<file path="src/rtl/rx_arb_pkg.sv">
// rtl/rx_arb_pkg.sv - shared types, widths and helpers for the RX round-robin arbiter
package rx_arb_pkg;

  typedef enum logic {
    IDLE  = 1'b0,
    GRANT = 1'b1
  } state_t;

  localparam int BURST_W = 8;
  localparam int MAX_CH  = 32;

  // Fixed-width mask so callers with any channel count can zero-extend against it.
  function automatic logic [MAX_CH-1:0] onehot(input int idx, input int n);
    logic [MAX_CH-1:0] r;
    r = '0;
    if (idx >= 0 && idx < n && idx < MAX_CH) r[idx] = 1'b1;
    return r;
  endfunction

endpackage

</file>
<file path="src/rtl/rr_pick.sv">
// rtl/rr_pick.sv - circular first-set picker starting after last, with last as final candidate
module rr_pick #(
  parameter int NUM_CHANNELS = 8,
  parameter int GRANT_W      = $clog2(NUM_CHANNELS)
) (
  input  logic [NUM_CHANNELS-1:0] vec,
  input  logic [GRANT_W-1:0]      last,
  output logic [GRANT_W-1:0]      idx,
  output logic                    found
);

  int j;

  // Walk from farthest to nearest so the nearest set bit after last wins.
  always_comb begin
    idx   = last;
    found = 1'b0;
    j     = 0;
    for (int i = NUM_CHANNELS; i >= 1; i--) begin
      j = int'(last) + i;
      if (j >= NUM_CHANNELS) j = j - NUM_CHANNELS;
      if (vec[j]) begin
        idx   = GRANT_W'(j);
        found = 1'b1;
      end
    end
  end

endmodule

</file>
<file path="src/rtl/rx_arbiter_rr.sv">
// rtl/rx_arbiter_rr.sv - burst-holding round-robin arbiter with urgent pre-emption for RX FIFOs
module rx_arbiter_rr
  import rx_arb_pkg::*;
#(
  parameter int NUM_CHANNELS   = 8,
  parameter int GRANT_W        = $clog2(NUM_CHANNELS),
  parameter int BURST_LEN      = 4,
  parameter int URGENT_PREEMPT = 1
) (
  input  logic                    clk,
  input  logic                    rst_n,
  input  logic [NUM_CHANNELS-1:0] rx_fifo_empty,
  input  logic [NUM_CHANNELS-1:0] rx_fifo_almost_full,
  input  logic                    read_periph_data,
  output logic [GRANT_W-1:0]      grant,
  output logic                    grant_valid,
  output logic [BURST_W-1:0]      burst_cnt,
  output logic                    err_read
);

  state_t                    state_q;
  logic [GRANT_W-1:0]        grant_q;
  logic [GRANT_W-1:0]        last_q;
  logic [BURST_W-1:0]        burst_q;
  logic                      err_q;

  logic [NUM_CHANNELS-1:0]   req;
  logic [NUM_CHANNELS-1:0]   urg;
  logic [MAX_CH-1:0]         urg_ext;
  logic [GRANT_W-1:0]        urg_idx;
  logic [GRANT_W-1:0]        req_idx;
  logic                      urg_found;
  logic                      req_found;
  logic [GRANT_W-1:0]        sel_idx;
  logic                      gempty;
  logic                      trig_a;
  logic                      trig_b;
  logic                      trig_c;
  logic                      rearb;

  assign req     = ~rx_fifo_empty;
  assign urg     = rx_fifo_almost_full & req;
  assign urg_ext = MAX_CH'(urg);

  rr_pick #(.NUM_CHANNELS(NUM_CHANNELS), .GRANT_W(GRANT_W)) u_pick_urg (
    .vec   (urg),
    .last  (last_q),
    .idx   (urg_idx),
    .found (urg_found)
  );

  rr_pick #(.NUM_CHANNELS(NUM_CHANNELS), .GRANT_W(GRANT_W)) u_pick_req (
    .vec   (req),
    .last  (last_q),
    .idx   (req_idx),
    .found (req_found)
  );

  assign sel_idx = urg_found ? urg_idx : req_idx;
  assign gempty  = rx_fifo_empty[grant_q];

  // Burst end, urgent cut-in on a non-urgent holder, or the holder drained without being read.
  assign trig_a = read_periph_data && (burst_q == BURST_W'(BURST_LEN - 1));
  assign trig_b = read_periph_data && (URGENT_PREEMPT != 0) && !urg[grant_q] &&
                  (|(urg_ext & ~onehot(int'(grant_q), NUM_CHANNELS)));
  assign trig_c = gempty && !read_periph_data;
  assign rearb  = trig_a || trig_b || trig_c;

  always_ff @(posedge clk or negedge rst_n) begin
    if (!rst_n) begin
      state_q <= IDLE;
      grant_q <= '0;
      last_q  <= GRANT_W'(NUM_CHANNELS - 1);
      burst_q <= '0;
      err_q   <= 1'b0;
    end else begin
      err_q <= read_periph_data && ((state_q == IDLE) || gempty);
      case (state_q)
        IDLE: begin
          if (req_found) begin
            state_q <= GRANT;
            grant_q <= sel_idx;
            last_q  <= sel_idx;
            burst_q <= '0;
          end
        end
        GRANT: begin
          if (rearb) begin
            burst_q <= '0;
            if (req_found) begin
              grant_q <= sel_idx;
              last_q  <= sel_idx;
            end else begin
              state_q <= IDLE;
            end
          end else if (read_periph_data && (burst_q != '1)) begin
            burst_q <= burst_q + 1'b1;
          end
        end
        default: state_q <= IDLE;
      endcase
    end
  end

  assign grant       = grant_q;
  assign grant_valid = (state_q == GRANT);
  assign burst_cnt   = burst_q;
  assign err_read    = err_q;

endmodule

</file>
<file path="config.mk">
export PLATFORM = sky130hd
export DESIGN_NAME = rx_arbiter_rr
export DESIGN_NICKNAME = d
export VERILOG_FILES = /design/src/rtl/rx_arb_pkg.sv /design/src/rtl/rr_pick.sv /design/src/rtl/rx_arbiter_rr.sv
export SDC_FILE = /design/constraint.sdc
export NUM_CORES = 1
export LEC_CHECK = 0
export ABC_AREA = 0
export BUFFER_PORTS_ARGS = -buffer_cell sky130_fd_sc_hd__buf_4
export CELL_PAD_IN_SITES_DETAIL_PLACEMENT = 0
export CELL_PAD_IN_SITES_GLOBAL_PLACEMENT = 2
export CORE_MARGIN = 10
export CORE_UTILIZATION = 35
export DETAILED_ROUTE_END_ITERATION = 8
export PLACE_DENSITY_LB_ADDON = 0.1
export SKIP_LAST_GASP = 1
export SYNTH_ARGS = -nofsm -noshare
export SYNTH_HDL_FRONTEND = slang
export SYNTH_SLANG_ARGS = --single-unit
</file>
<file path="constraint.sdc">
create_clock -name clk -period 4.06 [get_ports clk]
set_input_delay 0.812 -clock clk [delete_from_list [all_inputs] [get_ports clk]]
set_output_delay 0.812 -clock clk [all_outputs]
set_load 0.02 [all_outputs]
</file>
# Yosys cells after proc, flatten, opt, wreduce, memory -nomap -nowiden
# Cells that the tools add are included.
op_classes:
  n_mux: 108
  n_reduce_logical: 14
  eq_ne: 5
  n_shift: 0
  mul: 0
  n_bitwise: 5
  n_lt_le_gt_ge: 19
  n_div: 0
  n_addsub: 17
op_table:
  columns: ["operator", "n"]
  rows:
  - ["32-bit by 5-bit greater-or-equal comparator with 1-bit output (second input constant)", 8]
  - ["32-bit by 5-bit less-than comparator with 1-bit output (second input constant)", 8]
  - ["32-bit two-way mux", 8]
  - ["32-bit by 5-bit subtractor with 32-bit output (second input constant)", 8]
  - ["3-bit two-way mux", 21]
  - ["1-bit binary-select mux with 3-bit select", 18]
  - ["1-bit two-way mux", 53]
  - ["8-bit by 32-bit bitwise AND with 32-bit output", 1]
  - ["8-bit inverter with 32-bit output", 1]
  - ["32-bit OR reduction", 1]
  - ["8-bit two-way mux", 3]
  - ["3-bit by 3-bit adder with 4-bit output (second input constant)", 4]
  - ["8-bit one-hot mux with 2 select lines", 1]
  - ["3-bit one-hot mux with 2 select lines", 2]
  - ["3-bit by 2-bit adder with 4-bit output (second input constant)", 2]
  - ["8-bit by 1-bit adder with 8-bit output (second input constant)", 1]
  - ["8-bit bitwise AND", 1]
  - ["8-bit by 2-bit == test with 1-bit output (second input constant)", 1]
  - ["8-bit inequality test (second input constant)", 1]
  - ["8-bit inverter", 1]
  - ["1-bit logical AND", 7]
  - ["3-bit by 6-bit less-than comparator with 1-bit output (second input constant)", 1]
  - ["3-bit by 4-bit adder with 5-bit output (second input constant)", 1]
  - ["3-bit by 1-bit adder with 4-bit output (second input constant)", 1]
  - ["11 further kinds", 14]
totals:
  wordCells: 173
  output_inout_bits: 13
  reg_bits: 16
  mem_bits_ro: 0
  mem_bits_rw: 0
  mem_count: 0
  latchBits: 0
  input_bits: 19

# Depth between registers and ports, before layout
# Gate-level depths: netlist of the first run.
depth:
  depth_word: 18
  mapped_depth: 12
  mapped_depth_nobuf: 10

# By module
# Synthesis of the first run repeated with hierarchy kept, for this count alone.
hier_totals:
  cells_unflattened: 297
  area_unflattened_um2: 2708.8
modules_own_cells:
  columns: ["mod", "cells_per_inst", "instances", "area_each_um2", "seq_area_each_um2"]
  rows:
  - ["rr_pick", 78, 2, 699.4, 0.0]
  - ["rx_arbiter_rr", 141, 1, 1310.0, 404.1]

# Least setup slack after synthesis of the first run
# No wires, ideal clock.
synth_path:
  kind: "register -> register"
  from: "register last_q[0]"
  to: "register last_q[2]"
  t_required_ps: 3978
  path_stages_with_launch: 13
  path_slack_ps: 1026
  period_less_slack_ps: 3034
  n_path_buf: 2
  t_arrival_ps: 2952
  setup_time_ps: 82
  path_cell_list: "dfstp_2 inv_1 buf_4 ha_1 buf_2 inv_2 mux4_2 and2_1 o311ai_0 o31ai_1 o21ai_0 a31oi_1 a22oi_1"
synth_via:
  elab_chain_cells: 18
  word_cells_on_any_way: 116
  classes_between: "16 x add/sub; 8 x order compare; 92 x mux"
synth_rtl:
  columns: ["element", "line_no", "source"]
  rows:
  - ["start, declared", "rx_arbiter_rr.sv:23", "logic [GRANT_W-1:0] last_q;"]
  - ["start signal, assigned", "rx_arbiter_rr.sv:73", "last_q <= GRANT_W'(NUM_CHANNELS - 1);"]
  - ["start signal, assigned", "rx_arbiter_rr.sv:83", "last_q <= sel_idx;"]
  - ["start signal, assigned", "rx_arbiter_rr.sv:92", "last_q <= sel_idx;"]
  - ["3-bit by 4-bit adder with 5-bit output", "rr_pick.sv:20", "j = int'(last) + i;"]
  - ["32-bit by 5-bit subtractor with 32-bit output or 32-bit by 5-bit greater-or-equal comparator with 1-bit output (tied branches)", "rr_pick.sv:21", "if (j >= NUM_CHANNELS) j = j - NUM_CHANNELS;"]
  - ["32-bit two-way mux", "rr_pick.sv:21", null]
  - ["1-bit binary-select mux with 3-bit select", "rr_pick.sv:22", "if (vec[j]) begin"]
  - ["1-bit two-way mux (not written as such) (2 in series)", "rr_pick.sv:22", null]
  - ["3-bit two-way mux or 1-bit two-way mux (tied branches) (8 in series)", "rr_pick.sv:22", null]
  - ["3-bit two-way mux", "rx_arbiter_rr.sv:59", "assign sel_idx = urg_found ? urg_idx : req_idx;"]
  - ["3-bit two-way mux *", "rx_arbiter_rr.sv:80, rx_arbiter_rr.sv:90", null]
  - ["3-bit two-way mux", "rx_arbiter_rr.sv:88", "if (rearb) begin"]
  - ["3-bit one-hot mux with 2 select lines *", "rx_arbiter_rr.sv:78", "case (state_q)"]
# Mark *: on every way between the ends. The rest lies on a longest branch, timed or not. The select of a mux whose other input is x is not followed.
# A chain may end at the register's enable or synchronous reset.

# Worst setup path after layout of the first run
layout_path:
  from: "register last_q[0]"
  to: "register grant_q[2], in the netlist grant[2]"
layout_via:
  elab_chain_cells: 18
  word_cells_on_any_way: 116
  classes_between: "16 x add/sub; 8 x order compare; 92 x mux"
layout_rtl:
  columns: ["element", "line_no", "source"]
  rows:
  - ["3-bit by 4-bit adder with 5-bit output", "rr_pick.sv:20", null]
  - ["32-bit by 5-bit subtractor with 32-bit output or 32-bit by 5-bit greater-or-equal comparator with 1-bit output (tied branches)", "rr_pick.sv:21", null]
  - ["32-bit two-way mux", "rr_pick.sv:21", null]
  - ["1-bit binary-select mux with 3-bit select", "rr_pick.sv:22", null]
  - ["1-bit two-way mux (not written as such) (2 in series)", "rr_pick.sv:22", null]
  - ["3-bit two-way mux or 1-bit two-way mux (tied branches) (8 in series)", "rr_pick.sv:22", null]
  - ["3-bit two-way mux", "rx_arbiter_rr.sv:59", null]
  - ["3-bit two-way mux *", "rx_arbiter_rr.sv:80, rx_arbiter_rr.sv:90", null]
  - ["3-bit two-way mux", "rx_arbiter_rr.sv:88", null]
  - ["3-bit one-hot mux with 2 select lines *", "rx_arbiter_rr.sv:78", null]
  - ["end signal, assigned", "rx_arbiter_rr.sv:82", "grant_q <= sel_idx;"]
  - ["end signal, assigned", "rx_arbiter_rr.sv:91", "grant_q <= sel_idx;"]
  - ["end, declared", "rx_arbiter_rr.sv:22", "logic [GRANT_W-1:0] grant_q;"]
# Marked as above.

==> Flow_metrics.wiki, run 1 <==
{| class="wikitable"
! Metric !! Value
|-
| Initial Util || between 30 and 40%
|-
| Number of global-route vias before repair || between 2k and 3k
|-
| CTS tree || yes
|-
| Starting DRT DRC Count || around 150
|-
| I/O pin count || 32
|-
| Cell Rows || 31
|-
| Horizontal die dimension || between 100 and 150 µm
|-
| Final number of hold-violating endpoints || 0
|-
| Placed instance area || 2980 µm²
|-
| Hold Buf Count CTS || 0
|-
| Most common flop cell mapped by yosys || sky130_fd_sc_hd__dfrtp_1
|-
| WL/cell || about 20 µm
|-
| Syn Inst Count || 301
|-
| Largest buffer count on any clock path || 2
|-
| Number of library cell types mapped by synthesis || 63
|-
| Max Slew Vio Count || 0
|-
| Arrival time at the worst endpoint || between 3 and 4 ns
|-
| Synth-to-layout area growth || 14.3%
|-
| Clk Latency, worst-skew pair || between 0.2 and 0.3 ns
|-
| Tightest Pin Transition || approximately 0.8 ns
|-
| Top delay family on crit path || multiplexers
|-
| Outcome || finished clean
|-
| Overall overflow remaining after global route || 0
|-
| Remaining number of nets flagged by the antenna check after routing || 0
|-
| Critical Path Slowest Stage Cell || sky130_fd_sc_hd__mux4_1
|-
| TritonRoute pass-1 iters || 5
|-
| Syn nets || ~320
|-
| Maximum Capacitance Violations || 0
|-
| Worst reg2reg setup slack || roughly 0.56 ns
|-
| Largest net degree at the start of global routing || 30
|-
| Layout cell share with drive strength beyond 1 || 20.5%
|-
| Critical path, cell by cell || buf_4, ha_1, xnor2_1, mux4_1, nor4_4, nand4b_2, o21a_1, a31oi_1, a2bb2oi_1
|-
| Area of combinational cells with multiple inputs || 2150 µm²
|-
| Library cell with the largest summed area after synthesis || sky130_fd_sc_hd__dfrtp_1
|-
| Final critical path time including I/O delays and setup || 3.50 ns
|-
| Synth Cell Area || between 2000 and 3000 µm²
|-
| Routability-driven placement congestion ratio || ~0.85
|-
| Number of synthesis warnings || 0
|-
| DP HPWL || 6480 µm
|-
| Total wire length || roughly 8300 µm
|-
| Placeable Area || 7330 µm²
|-
| Via count || around 2.6k
|-
| Portion of the clock cycle consumed by the worst path in the final layout || between 80% and 90%
|-
| Fin Setup TNS || 0 ns
|-
| RSZ-0062 raised after global routing || no
|-
| First-pass GRT wire length || between 10000 and 15000 µm
|-
| CTS Root Cell || sky130_fd_sc_hd__clkbuf_8
|-
| Register cell area after layout || between 400 and 500 µm²
|-
| Total power divided by cell area || slightly above 900 nW/µm²
|-
| Floorplan die height || approximately 110 µm
|-
| Worst reg2reg endpoint || grant[2]
|-
| Share of the synthesized area in the top cell type || between 10% and 20%
|-
| Max frequency || about 0.29 GHz
|-
| Number of antenna violations at the first check in global routing || 0
|-
| Count of clock tree sinks || 16
|-
| Post-CTS setup repair buffer count || 0
|-
| H-tree level count || 1
|-
| Sequential fraction of the synthesis area || between 15 and 20%
|-
| Number of buffers created by CTS || 3
|-
| Remaining design rule violation count || 0
|-
| Combined global-route utilization of all metal layers || 14.3%
|-
| Highest cell delay on the worst timing path || approximately 0.7 ns
|-
| Biggest fanout along the worst timing path || 14
|-
| Final worst clock skew || around 0.004 ns
|-
| Startpoint Class || register
|-
| Filler cell count || 752
|-
| Avg Inst Size Synth || just under 9 µm²
|-
| Proportion of register bits with asynchronous set or reset after synthesis || 100%
|-
| Post-CTS sizing || 0
|-
| Endpoint required time on the critical path || about 4.2 ns
|-
| Count of flip-flops with a built-in enable after synthesis || 0
|-
| Worst-case vdd ir drop || 0.308 mV
|-
| Sort of element at the end of the critical path || register
|-
| Count of state elements after synthesis || 16
|-
| Class of the most critical setup path || reg2reg
|-
| Leakage power of the design || around 1.2 nW
|-
| Critical R2R Launch || last_q[0]
|-
| Routed via count divided by cell count || 6.04
|-
| Die area || approximately 11000 µm²
|-
| Register clock-pin slew on the reported worst setup and hold paths || 0.06 ns
|-
| Final standard cell area without fillers || 3040 µm²
|-
| Count of buffer and inverter cells on the critical path || 1
|-
| Reg2Reg Depth || 9
|-
| Final setup violation count || 0
|-
| Area contributors post-synth || sky130_fd_sc_hd__dfrtp_1 (12%), sky130_fd_sc_hd__mux4_1 (11%), sky130_fd_sc_hd__mux4_2 (9.3%), sky130_fd_sc_hd__mux2i_1 (9.0%), sky130_fd_sc_hd__o21ai_0 (4.3%)
|-
| Worst slew slack as a fraction of its limit || 46.5%
|-
| # diodes || 0
|-
| IO buf count || 31
|-
| Net count, final || 350
|-
| HP Class || in2async
|}
-- routing by layer --
layer	global-route usage (%)	vias to the layer above	wire [µm]
met4	1.84	0	63
li1	-	1238	-
met3	2.51	7	377
met5	0	-	0
met1	20.4	1258	4090
met2	22.4	69	3810
-- final cells by class --
class / count / share of cell area (%)
Timing Repair Buffer: 38 / 9.39
Clock buffer: 4 / 1.81
Multi-Input combinational cell: 263 / 70.7
Sequential cell: 16 / 13.3
Inverter: 6 / 0.742
Tap cell: 99 / 4.08
-- state kept, by name (all words and copies together) (netlist names) --
signal / flops
err_read: 1
grant: 3
burst_cnt: 8
last_q: 3
grant_valid: 1
-- synth_stat cells, types with 2 or more instances --
cell type                  instances
sky130_fd_sc_hd__a211oi_1          5
sky130_fd_sc_hd__nand2_1          24
sky130_fd_sc_hd__o221ai_1          3
sky130_fd_sc_hd__o41ai_1           2
sky130_fd_sc_hd__a311oi_1          2
sky130_fd_sc_hd__mux4_1           11
sky130_fd_sc_hd__mux4_2           11
sky130_fd_sc_hd__buf_2             4
sky130_fd_sc_hd__nand4_1           4
sky130_fd_sc_hd__nor3_1            6
sky130_fd_sc_hd__o21bai_1          2
sky130_fd_sc_hd__nor2b_1          11
sky130_fd_sc_hd__dfstp_2           3
sky130_fd_sc_hd__nor4b_1           2
sky130_fd_sc_hd__a21oi_1           8
sky130_fd_sc_hd__o22ai_1           9
sky130_fd_sc_hd__xnor2_1           7
sky130_fd_sc_hd__inv_1             5
sky130_fd_sc_hd__mux2_2            3
sky130_fd_sc_hd__o311ai_0          2
sky130_fd_sc_hd__o21a_1            3
sky130_fd_sc_hd__o21ai_1           4
sky130_fd_sc_hd__o211ai_1          3
sky130_fd_sc_hd__ha_1              3
sky130_fd_sc_hd__dfrtp_1          13
sky130_fd_sc_hd__nand2b_1         12
sky130_fd_sc_hd__a22oi_1           3
sky130_fd_sc_hd__mux2i_1          24
sky130_fd_sc_hd__nor3b_1           4
sky130_fd_sc_hd__nand3_1           8
sky130_fd_sc_hd__a31oi_1           4
sky130_fd_sc_hd__nor2_1           27
sky130_fd_sc_hd__a221oi_1          2
sky130_fd_sc_hd__o21ai_0          23
sky130_fd_sc_hd__clkbuf_1          7
sky130_fd_sc_hd__xor2_1            6
sky130_fd_sc_hd__buf_4             3
sky130_fd_sc_hd__or2b_1            3
-- how the worst max path moves through the flow --
stage | depth (start not counted) | start | slack (ns) | to
2_1_floorplan | 12 | last_q[0] | 1.03 | last_q[2]
3_3_place_gp | 9 | last_q[0] | 0.59 | grant[2]
3_5_place_dp | 9 | last_q[0] | 0.62 | grant[2]
4_1_cts | 9 | last_q[0] | 0.59 | grant[2]
5_1_grt | 9 | last_q[0] | 0.33 | grant[2]
6_report | 9 | last_q[0] | 0.56 | grant[2]
-- through the flow --
step                total power [W]  hold WS (ns)  std cells  setup slack (ns)  utilization (%)
finish                      0.00279         0.405        426             0.559             41.4
global route                0.00305         0.415        426             0.328             41.4
CTS                         0.00280         0.408        426             0.587             41.4
detailed placement          0.00264         0.550        422             0.617             40.7
global placement            0.00267         0.542        422             0.587             40.7
floorplan                   0.00212         0.516        301              1.03                -
-- report_power, final --
part           switching (W)  internal (W)
sequential          0.000152      0.000227
clock              0.0000572     0.0000862
combinational        0.00125       0.00102
-- logic make-up (layout without fill, tap and decap cells) --
group | count (synthesis) | in the layout | share of synthesized area [%]
compound gates | 87 | 87 | 21.9
xor+xnor | 13 | 13 | 4.29
fa+ha+maj | 3 | 3 | 1.41
buf+inv | 22 | 48 | 4.00
flops | 16 | 16 | 15.2
mux | 50 | 50 | 31.0
simple gates | 110 | 110 | 22.1
-- layout by cell type, fill, tap and decap left out, drive strengths merged, types with 2 or more instances in the layout --
| cell type | instances |
|---|---|
| nor2 | 27 |
| nor3 | 6 |
| xnor2 | 7 |
| a311oi | 2 |
| nor2b | 11 |
| nand2b | 12 |
| o22ai | 9 |
| o41ai | 2 |
| mux4 | 22 |
| o21a | 3 |
| a21oi | 9 |
| nor3b | 4 |
| ha | 3 |
| o311ai | 2 |
| or2b | 3 |
| nand2 | 24 |
| nor4b | 2 |
| a221oi | 2 |
| mux2 | 3 |
| xor2 | 6 |
| o211ai | 3 |
| dfstp | 3 |
| buf | 38 |
| nand3 | 8 |
| clkbuf | 4 |
| dfrtp | 13 |
| o21ai | 27 |
| and2 | 2 |
| a22oi | 3 |
| a211oi | 5 |
| o221ai | 3 |
| mux2i | 25 |
| inv | 6 |
| a31oi | 4 |
| nand4 | 4 |
| o21bai | 2 |
-- worst reg2reg max path, delay by kind of cell (launching register included) --
kind                       cells  cell delay [ns]
muxes                          1             0.72
DFF                            1             0.68
AOI/OAI and AO/OA              3             0.59
and+or+nand+nor                2             0.41
xor gates and xnor gates       1             0.36
adders and majority gates      1             0.33
buffers and inverters          1             0.29
(Power assumes the default switching activity.)
==> inputs of run 2 (changes only) <==
Settings changed: CORE_UTILIZATION 35 to 33, RECOVER_POWER set to 25.
Clock period 4.06 ns to 3 ns, I/O delays scaled along.
==> run 2 against run 1 <==
Effect of this change: non-clock buffer count rose by 53; critical path depth rose by 1; die area rose by 4.9%; register-to-register slack got worse by 0.44 ns; count of clock-buffer cells in the layout did not move; flip-flop and latch count did not move; final cell count rose by 13%; clock power rose by 17%; largest power group unchanged; worst hold slack improved by 0.049 ns; global-route usage rose by 1.2 points; sequential share of layout area fell by 1.8 points; worst setup slack got worse by 0.44 ns.
==> Flow_metrics.wiki, run 2 (synthesized netlist as in run 1, its figures left out) <==
{| class="wikitable"
! Metric !! Value
|-
| CTS tree || yes
|-
| TritonRoute pass-1 iters || 4 (-1)
|-
| PnR worst setup slack || 0.121 ns (-0.438 ns)
|-
| I/O pin count || 32 (unchanged)
|-
| Clk Latency, worst-skew pair || 0.25 ns (about the same)
|-
| Final setup violation count || 0 (unchanged)
|-
| First-pass GRT wire length || 14900 µm (+9.4%)
|-
| Floorplan die height || 110 µm (+2.4%)
|-
| Number of antenna violations at the first check in global routing || 0 (unchanged)
|-
| Portion of the clock cycle consumed by the worst path in the final layout || 96.0% (+9.7 points)
|-
| Outcome || finished clean
|-
| Worst slew slack as a fraction of its limit || 39.9% (-6.7 points)
|-
| Max Slew Vio Count || 0 (unchanged)
|-
| Startpoint Class || register
|-
| Arrival time at the worst endpoint || 3.01 ns (-0.62 ns)
|-
| Hold_ws || 0.454 ns (+0.0490 ns)
|-
| Remaining number of nets flagged by the antenna check after routing || 0 (unchanged)
|-
| H-tree level count || 1 (unchanged)
|-
| Final critical path time including I/O delays and setup || 2.88 ns (-0.622 ns)
|-
| DP HPWL || 7530 µm (+16%)
|-
| Final worst clock skew || 0.00161 ns (-0.00238 ns)
|-
| Worst-case vdd ir drop || 0.400 mV (+30%)
|-
| Largest net degree at the start of global routing || 24 (-20%)
|-
| Total power divided by cell area || 1350 nW/µm² (+47%)
|-
| Reg2Reg Depth || 10 (+1)
|-
| Largest buffer count on any clock path || 2 (unchanged)
|-
| Number of buffers created by CTS || 3 (unchanged)
|-
| WL/cell || 19.6 µm (about the same)
|-
| Flip-flop count of the largest register after layout || 8 (unchanged)
|-
| Via count || 2802 (+8.9%)
|-
| Placeable Area || 7770 µm² (+6.0%)
|-
| Worst slack after detailed placement || -0.139 ns (-0.755 ns)
|-
| Layout cell share with drive strength beyond 1 || 33.7% (+13 points)
|-
| Leakage power of the design || 1.45 nW (+20%)
|-
| Commonest non-fill, non-tap cells in the layout || sky130_fd_sc_hd__buf_4 (87), sky130_fd_sc_hd__nor2_1 (27), sky130_fd_sc_hd__nand2_1 (24), sky130_fd_sc_hd__mux2i_1 (22), sky130_fd_sc_hd__o21ai_0 (22)
|-
| CTS Root Cell || sky130_fd_sc_hd__clkbuf_8
|-
| Fin Setup TNS || 0 ns (unchanged)
|-
| Combined global-route utilization of all metal layers || 15.5% (+1.2 points)
|-
| Starting DRT DRC Count || 157 (+1.9%)
|-
| Count of clock tree sinks || 16 (unchanged)
|-
| Maximum Capacitance Violations || 0 (unchanged)
|-
| Net count, final || 403 (+15%)
|-
| Number of global-route vias before repair || 2705 (+8.0%)
|-
| Most common cell after layout, fill and taps aside || sky130_fd_sc_hd__buf_4
|-
| RSZ-0062 raised after global routing || yes
|-
| Overall overflow remaining after global route || 0 (unchanged)
|-
| Total wire length || 9440 µm (+13%)
|-
| Synth-to-layout area growth || 31.8%
|-
| Register clock-pin slew on the reported worst setup and hold paths || 0.06 ns (about the same)
|-
| Horizontal die dimension || 110 µm (+2.4%)
|-
| Class of the most critical setup path || reg2reg
|-
| Cell Rows || 32 (+3.2%)
|-
| Hold Buf Count CTS || 0 (unchanged)
|-
| Final number of hold-violating endpoints || 0 (unchanged)
|-
| Die area || 12000 µm² (+4.9%)
|-
| Tightest Pin Transition || 0.902 ns (+0.122 ns)
|-
| Remaining design rule violation count || 0 (unchanged)
|-
| Post-CTS setup repair buffer count || 0 (unchanged)
|-
| Initial Util || 34.2% (-2.0 points)
|-
| Routability-driven placement congestion ratio || 0.904 (+5.7%)
|-
| Biggest fanout along the worst timing path || 23 (+9)
|-
| # diodes || 0 (unchanged)
|-
| Routed via count divided by cell count || 5.81 (-3.7%)
|-
| HP Class || in2async
|-
| IO buf count || 31 (unchanged)
|-
| Endpoint required time on the critical path || 3.13 ns (-1.06 ns)
|-
| Max frequency || 0.347 GHz (+22%)
|-
| Sort of element at the end of the critical path || register
|}
==> run 2: cell count changes in the layout (fill, tap and decap cells not counted), sizes merged <==
cell	change
buf	+52
clkbuf	+1
==> run 2: routing by layer <==
metal	vias to the layer above	wire, µm	track usage (%)
met5	-	0	0
met4	0	93	1.95
met3	8	481	2.28
met2	85	4420	25.3
met1	1371	4450	21.8
li1	1338	-	-
==> run 2: stage by stage <==
step / cell area (µm²) / total power, W / std cells / util (%)
floorplan: 2660 / 0.00288 / 301 / -
global placement: 3400 / 0.00434 / 478 / 43.8
detailed placement: 3400 / 0.00430 / 478 / 43.8
CTS: 3470 / 0.00457 / 482 / 44.6
global route: 3500 / 0.00507 / 482 / 45.1
finish: 3500 / 0.00472 / 482 / 45.1
==> run 2: power breakdown <==
| part | internal [W] | switching, W | total [W] | leakage [nW] |
|---|---|---|---|---|
| combinational | 0.00201 | 0.00213 | 0.00413 | 1.23 |
| sequential | 0.000307 | 0.000108 | 0.000415 | 0.198 |
| clock | 0.0000942 | 0.0000727 | 0.000167 | 0.0228 |
==> run 2: cell type report <==
type,instances,area (µm²)
Tap cell,102,128
Timing Repair Buffer,91,703
Inverter,6,25.0
Clock buffer,4,45.0
Multi-Input combinational cell,263,2200
Sequential cell,16,404
Fill cell,787,4270
==> run 2: worst paths after layout <==
check / from / to / slack (ns)
max reg2reg: last_q[0] / grant[2] / 0.12
min in group clk: burst_cnt[0] / burst_cnt[0] / 0.56
max in group asynchronous: rst_n / grant[0] / 2.00
max: last_q[0] / grant[2] / 0.12
min: rst_n / burst_cnt[5] / 0.45
min reg2reg: burst_cnt[0] / burst_cnt[0] / 0.56
==> run 2: critical path, stage by stage, from the launching register on <==
cell and delay, ns:
sky130_fd_sc_hd__dfstp_2 0.54, sky130_fd_sc_hd__buf_8 0.21, sky130_fd_sc_hd__ha_2 0.26, sky130_fd_sc_hd__xnor2_1 0.16
sky130_fd_sc_hd__mux4_1 0.64, sky130_fd_sc_hd__nor4_4 0.17, sky130_fd_sc_hd__nand4b_2 0.16, sky130_fd_sc_hd__buf_4 0.19
sky130_fd_sc_hd__o21a_1 0.11, sky130_fd_sc_hd__a31oi_2 0.21, sky130_fd_sc_hd__a2bb2oi_1 0.09
==> run 2: what timing repair did <==
action                                  4_1_cts  5_1_grt
resized for setup                             8       10
pin swaps                                     0        0
endpoints found under the setup margin        6        8
==> inputs of run 3 (changes only) <==
--- a/config.mk
+++ b/config.mk
@@ -16,2 +16,3 @@
 export RECOVER_POWER = 25
+export SETUP_SLACK_MARGIN = 0.05
 export SKIP_LAST_GASP = 1
--- a/constraint.sdc
+++ b/constraint.sdc
@@ -3,2 +3,2 @@
 set_output_delay 0.6 -clock clk [all_outputs]
-set_load 0.02 [all_outputs]
+set_load 0.005 [all_outputs]
==> run 3 against run 2 <==
Effect of this change: via count fell by 0.61%; clock skew barely moved; non-clock buffer count down 4; largest cell class unchanged; global-route usage up 0.48 points; count of clock-buffer cells in the layout did not move; maximum frequency grew 1.4%.
==> Flow_metrics.wiki, run 3 (synthesized netlist as in run 1, its figures left out) <==
{| class="wikitable"
! Metric !! Value
|-
| Final critical path time including I/O delays and setup || 2.84 ns (-0.0386 ns)
|-
| Max frequency || 0.352 GHz (+1.4%)
|-
| Total wire length || 9520 µm (+0.85%)
|-
| Worst slew slack as a fraction of its limit || 40.6% (+0.75 points)
|-
| Net count, final || 399 (-0.99%)
|-
| Leakage power of the design || 1.44 nW (-0.99%)
|-
| Cell Count, Final, Fillers Out || 478 (-0.83%)
|-
| HP Class || in2async
|-
| Die area || 12000 µm² (unchanged)
|-
| Most common cell after layout, fill and taps aside || sky130_fd_sc_hd__buf_4
|-
| RSZ-0062 raised after global routing || yes
|-
| Number of buffers created by CTS || 3 (unchanged)
|-
| Class of the most critical setup path || reg2reg
|-
| Endpoint required time on the critical path || 3.12 ns (about the same)
|-
| Initial Util || 34.2% (unchanged)
|-
| Final standard cell area without fillers || 3480 µm² (-0.61%)
|-
| Biggest fanout along the worst timing path || 13 (-43%)
|-
| Portion of the clock cycle consumed by the worst path in the final layout || 94.7% (-1.3 points)
|-
| Fin Setup TNS || 0 ns (unchanged)
|-
| Max Slew Vio Count || 0 (unchanged)
|-
| TritonRoute pass-1 iters || 4 (unchanged)
|-
| Synth-to-layout area growth || 31.0%
|-
| Register cell area after layout || 404 µm² (unchanged)
|-
| Cell Rows || 32 (unchanged)
|-
| # diodes || 0 (unchanged)
|-
| Placed instance area || 3350 µm² (-1.5%)
|-
| Layout cell share with drive strength beyond 1 || 34.0% (+0.36 points)
|-
| Starting DRT DRC Count || 223 (+42%)
|-
| Arrival time at the worst endpoint || 2.96 ns (-0.05 ns)
|-
| Maximum Capacitance Violations || 0 (unchanged)
|-
| Worst setup path startpoint || last_q[0]
|-
| Routed via count divided by cell count || 5.83 (+0.23%)
|-
| WL/cell || 19.9 µm (+1.7%)
|-
| Placed instance count || 471 (-1.5%)
|-
| Overall overflow remaining after global route || 0 (unchanged)
|-
| Remaining number of nets flagged by the antenna check after routing || 0 (unchanged)
|-
| Outcome || finished clean
|-
| CTS tree || yes
|-
| Largest buffer count on any clock path || 2 (unchanged)
|-
| First-pass GRT wire length || 15400 µm (+3.1%)
|-
| Via count || 2785 (-0.61%)
|-
| Final worst clock skew || 0.00196 ns (+0.000351 ns)
|-
| Tightest Pin Transition || 0.891 ns (-0.0112 ns)
|-
| Worst-case vdd ir drop || 0.416 mV (+4.1%)
|-
| Flip-flop count of the largest register after layout || 8 (unchanged)
|-
| DP HPWL || 7560 µm (+0.46%)
|-
| H-tree level count || 1 (unchanged)
|-
| Clk Latency, worst-skew pair || 0.25 ns (about the same)
|-
| Remaining design rule violation count || 0 (unchanged)
|-
| Critical R2R Launch || last_q[0]
|-
| IO buf count || 31 (unchanged)
|-
| Sort of element at the end of the critical path || register
|-
| Filler cell count || 827 (+5.1%)
|-
| Largest net degree at the start of global routing || 17 (-29%)
|-
| Layout Utilization || 44.8% (-0.27 points)
|-
| Area of combinational cells with multiple inputs || 2210 µm² (+0.80%)
|-
| Final setup violation count || 0 (unchanged)
|-
| Startpoint Class || register
|-
| Register clock-pin slew on the reported worst setup and hold paths || 0.06 ns (about the same)
|-
| Combined global-route utilization of all metal layers || 16.0% (+0.48 points)
|-
| Post-layout total power || 0.00473 W (+0.23%)
|-
| I/O pin count || 32 (unchanged)
|-
| Final number of hold-violating endpoints || 0 (unchanged)
|-
| Horizontal die dimension || 110 µm (unchanged)
|-
| Number of antenna violations at the first check in global routing || 0 (unchanged)
|-
| Count of clock tree sinks || 16 (unchanged)
|-
| CTS Root Cell || sky130_fd_sc_hd__clkbuf_8
|-
| Worst reg2reg setup slack || 0.16 ns (+0.04 ns)
|-
| Commonest non-fill, non-tap cells in the layout || sky130_fd_sc_hd__buf_4 (82), sky130_fd_sc_hd__nor2_1 (27), sky130_fd_sc_hd__nand2_1 (24), sky130_fd_sc_hd__mux2i_1 (22), sky130_fd_sc_hd__o21ai_0 (22)
|-
| Total power divided by cell area || 1360 nW/µm² (+0.84%)
|-
| Floorplan die height || 110 µm (unchanged)
|-
| Routability-driven placement congestion ratio || 0.918 (+1.6%)
|-
| Placeable Area || 7770 µm² (unchanged)
|-
| Number of global-route vias before repair || 2789 (+3.1%)
|}
==> run 3: timing repair <==
item	CTS	global route
pin swaps	0	2
buffers inserted	2	1
gates resized for setup	3	20
endpoints found under the setup margin	4	8
hold buffers	0	0
==> run 3: routing by layer <==
metal  GRT usage, %  vias up  wire [µm]
met1           22.5     1357       4450
li1               -     1330          -
met3           2.69       16        484
met5              0        -          0
met4           4.28        0        244
met2           24.7       82       4340
==> run 3: critical path, cell delays in order, from the launching register on <==
cell	delay, ns
sky130_fd_sc_hd__dfstp_2	0.54
sky130_fd_sc_hd__buf_6	0.18
sky130_fd_sc_hd__ha_2	0.24
sky130_fd_sc_hd__xnor2_2	0.13
sky130_fd_sc_hd__mux4_2	0.58
sky130_fd_sc_hd__nor4_4	0.29
sky130_fd_sc_hd__nand4b_4	0.17
sky130_fd_sc_hd__buf_4	0.18
sky130_fd_sc_hd__o21a_1	0.11
sky130_fd_sc_hd__a31oi_2	0.20
sky130_fd_sc_hd__a2bb2oi_1	0.09
==> run 3: layout make-up <==
type                       count  share of cell area [%]
clock buffer                   4                    1.29
inverter                       6                   0.719
multi-input combinational    263                    63.6
sequential                    16                    11.6
tap                          102                    3.67
timing repair buffer          87                    19.1
==> run 3: stage by stage <==
stage / hold WS [ns] / setup WS [ns]
2_1_floorplan: 0.304 / 0.107
3_3_place_gp: 0.474 / 0.0109
3_5_place_dp: 0.476 / -0.0376
4_1_cts: 0.206 / 0.0574
5_1_grt: 0.511 / 0.0395
6_report: 0.453 / 0.159
==> run 3: worst paths after layout <==
kind | to | depth (start not counted)
hold / removal | burst_cnt[5] | 1
setup / recovery | grant[2] | 10
hold reg to reg | burst_cnt[0] | 1
setup reg to reg | grant[2] | 10
min in group clk | burst_cnt[0] | 1
max in group asynchronous | burst_cnt[2] | 1
==> run 3: report_power, final <==
group | leakage (nW) | switching, W | internal, W
combinational | 1.22 | 0.00209 | 0.00203
clock | 0.0228 | 0.0000710 | 0.0000940
sequential | 0.198 | 0.000135 | 0.000306
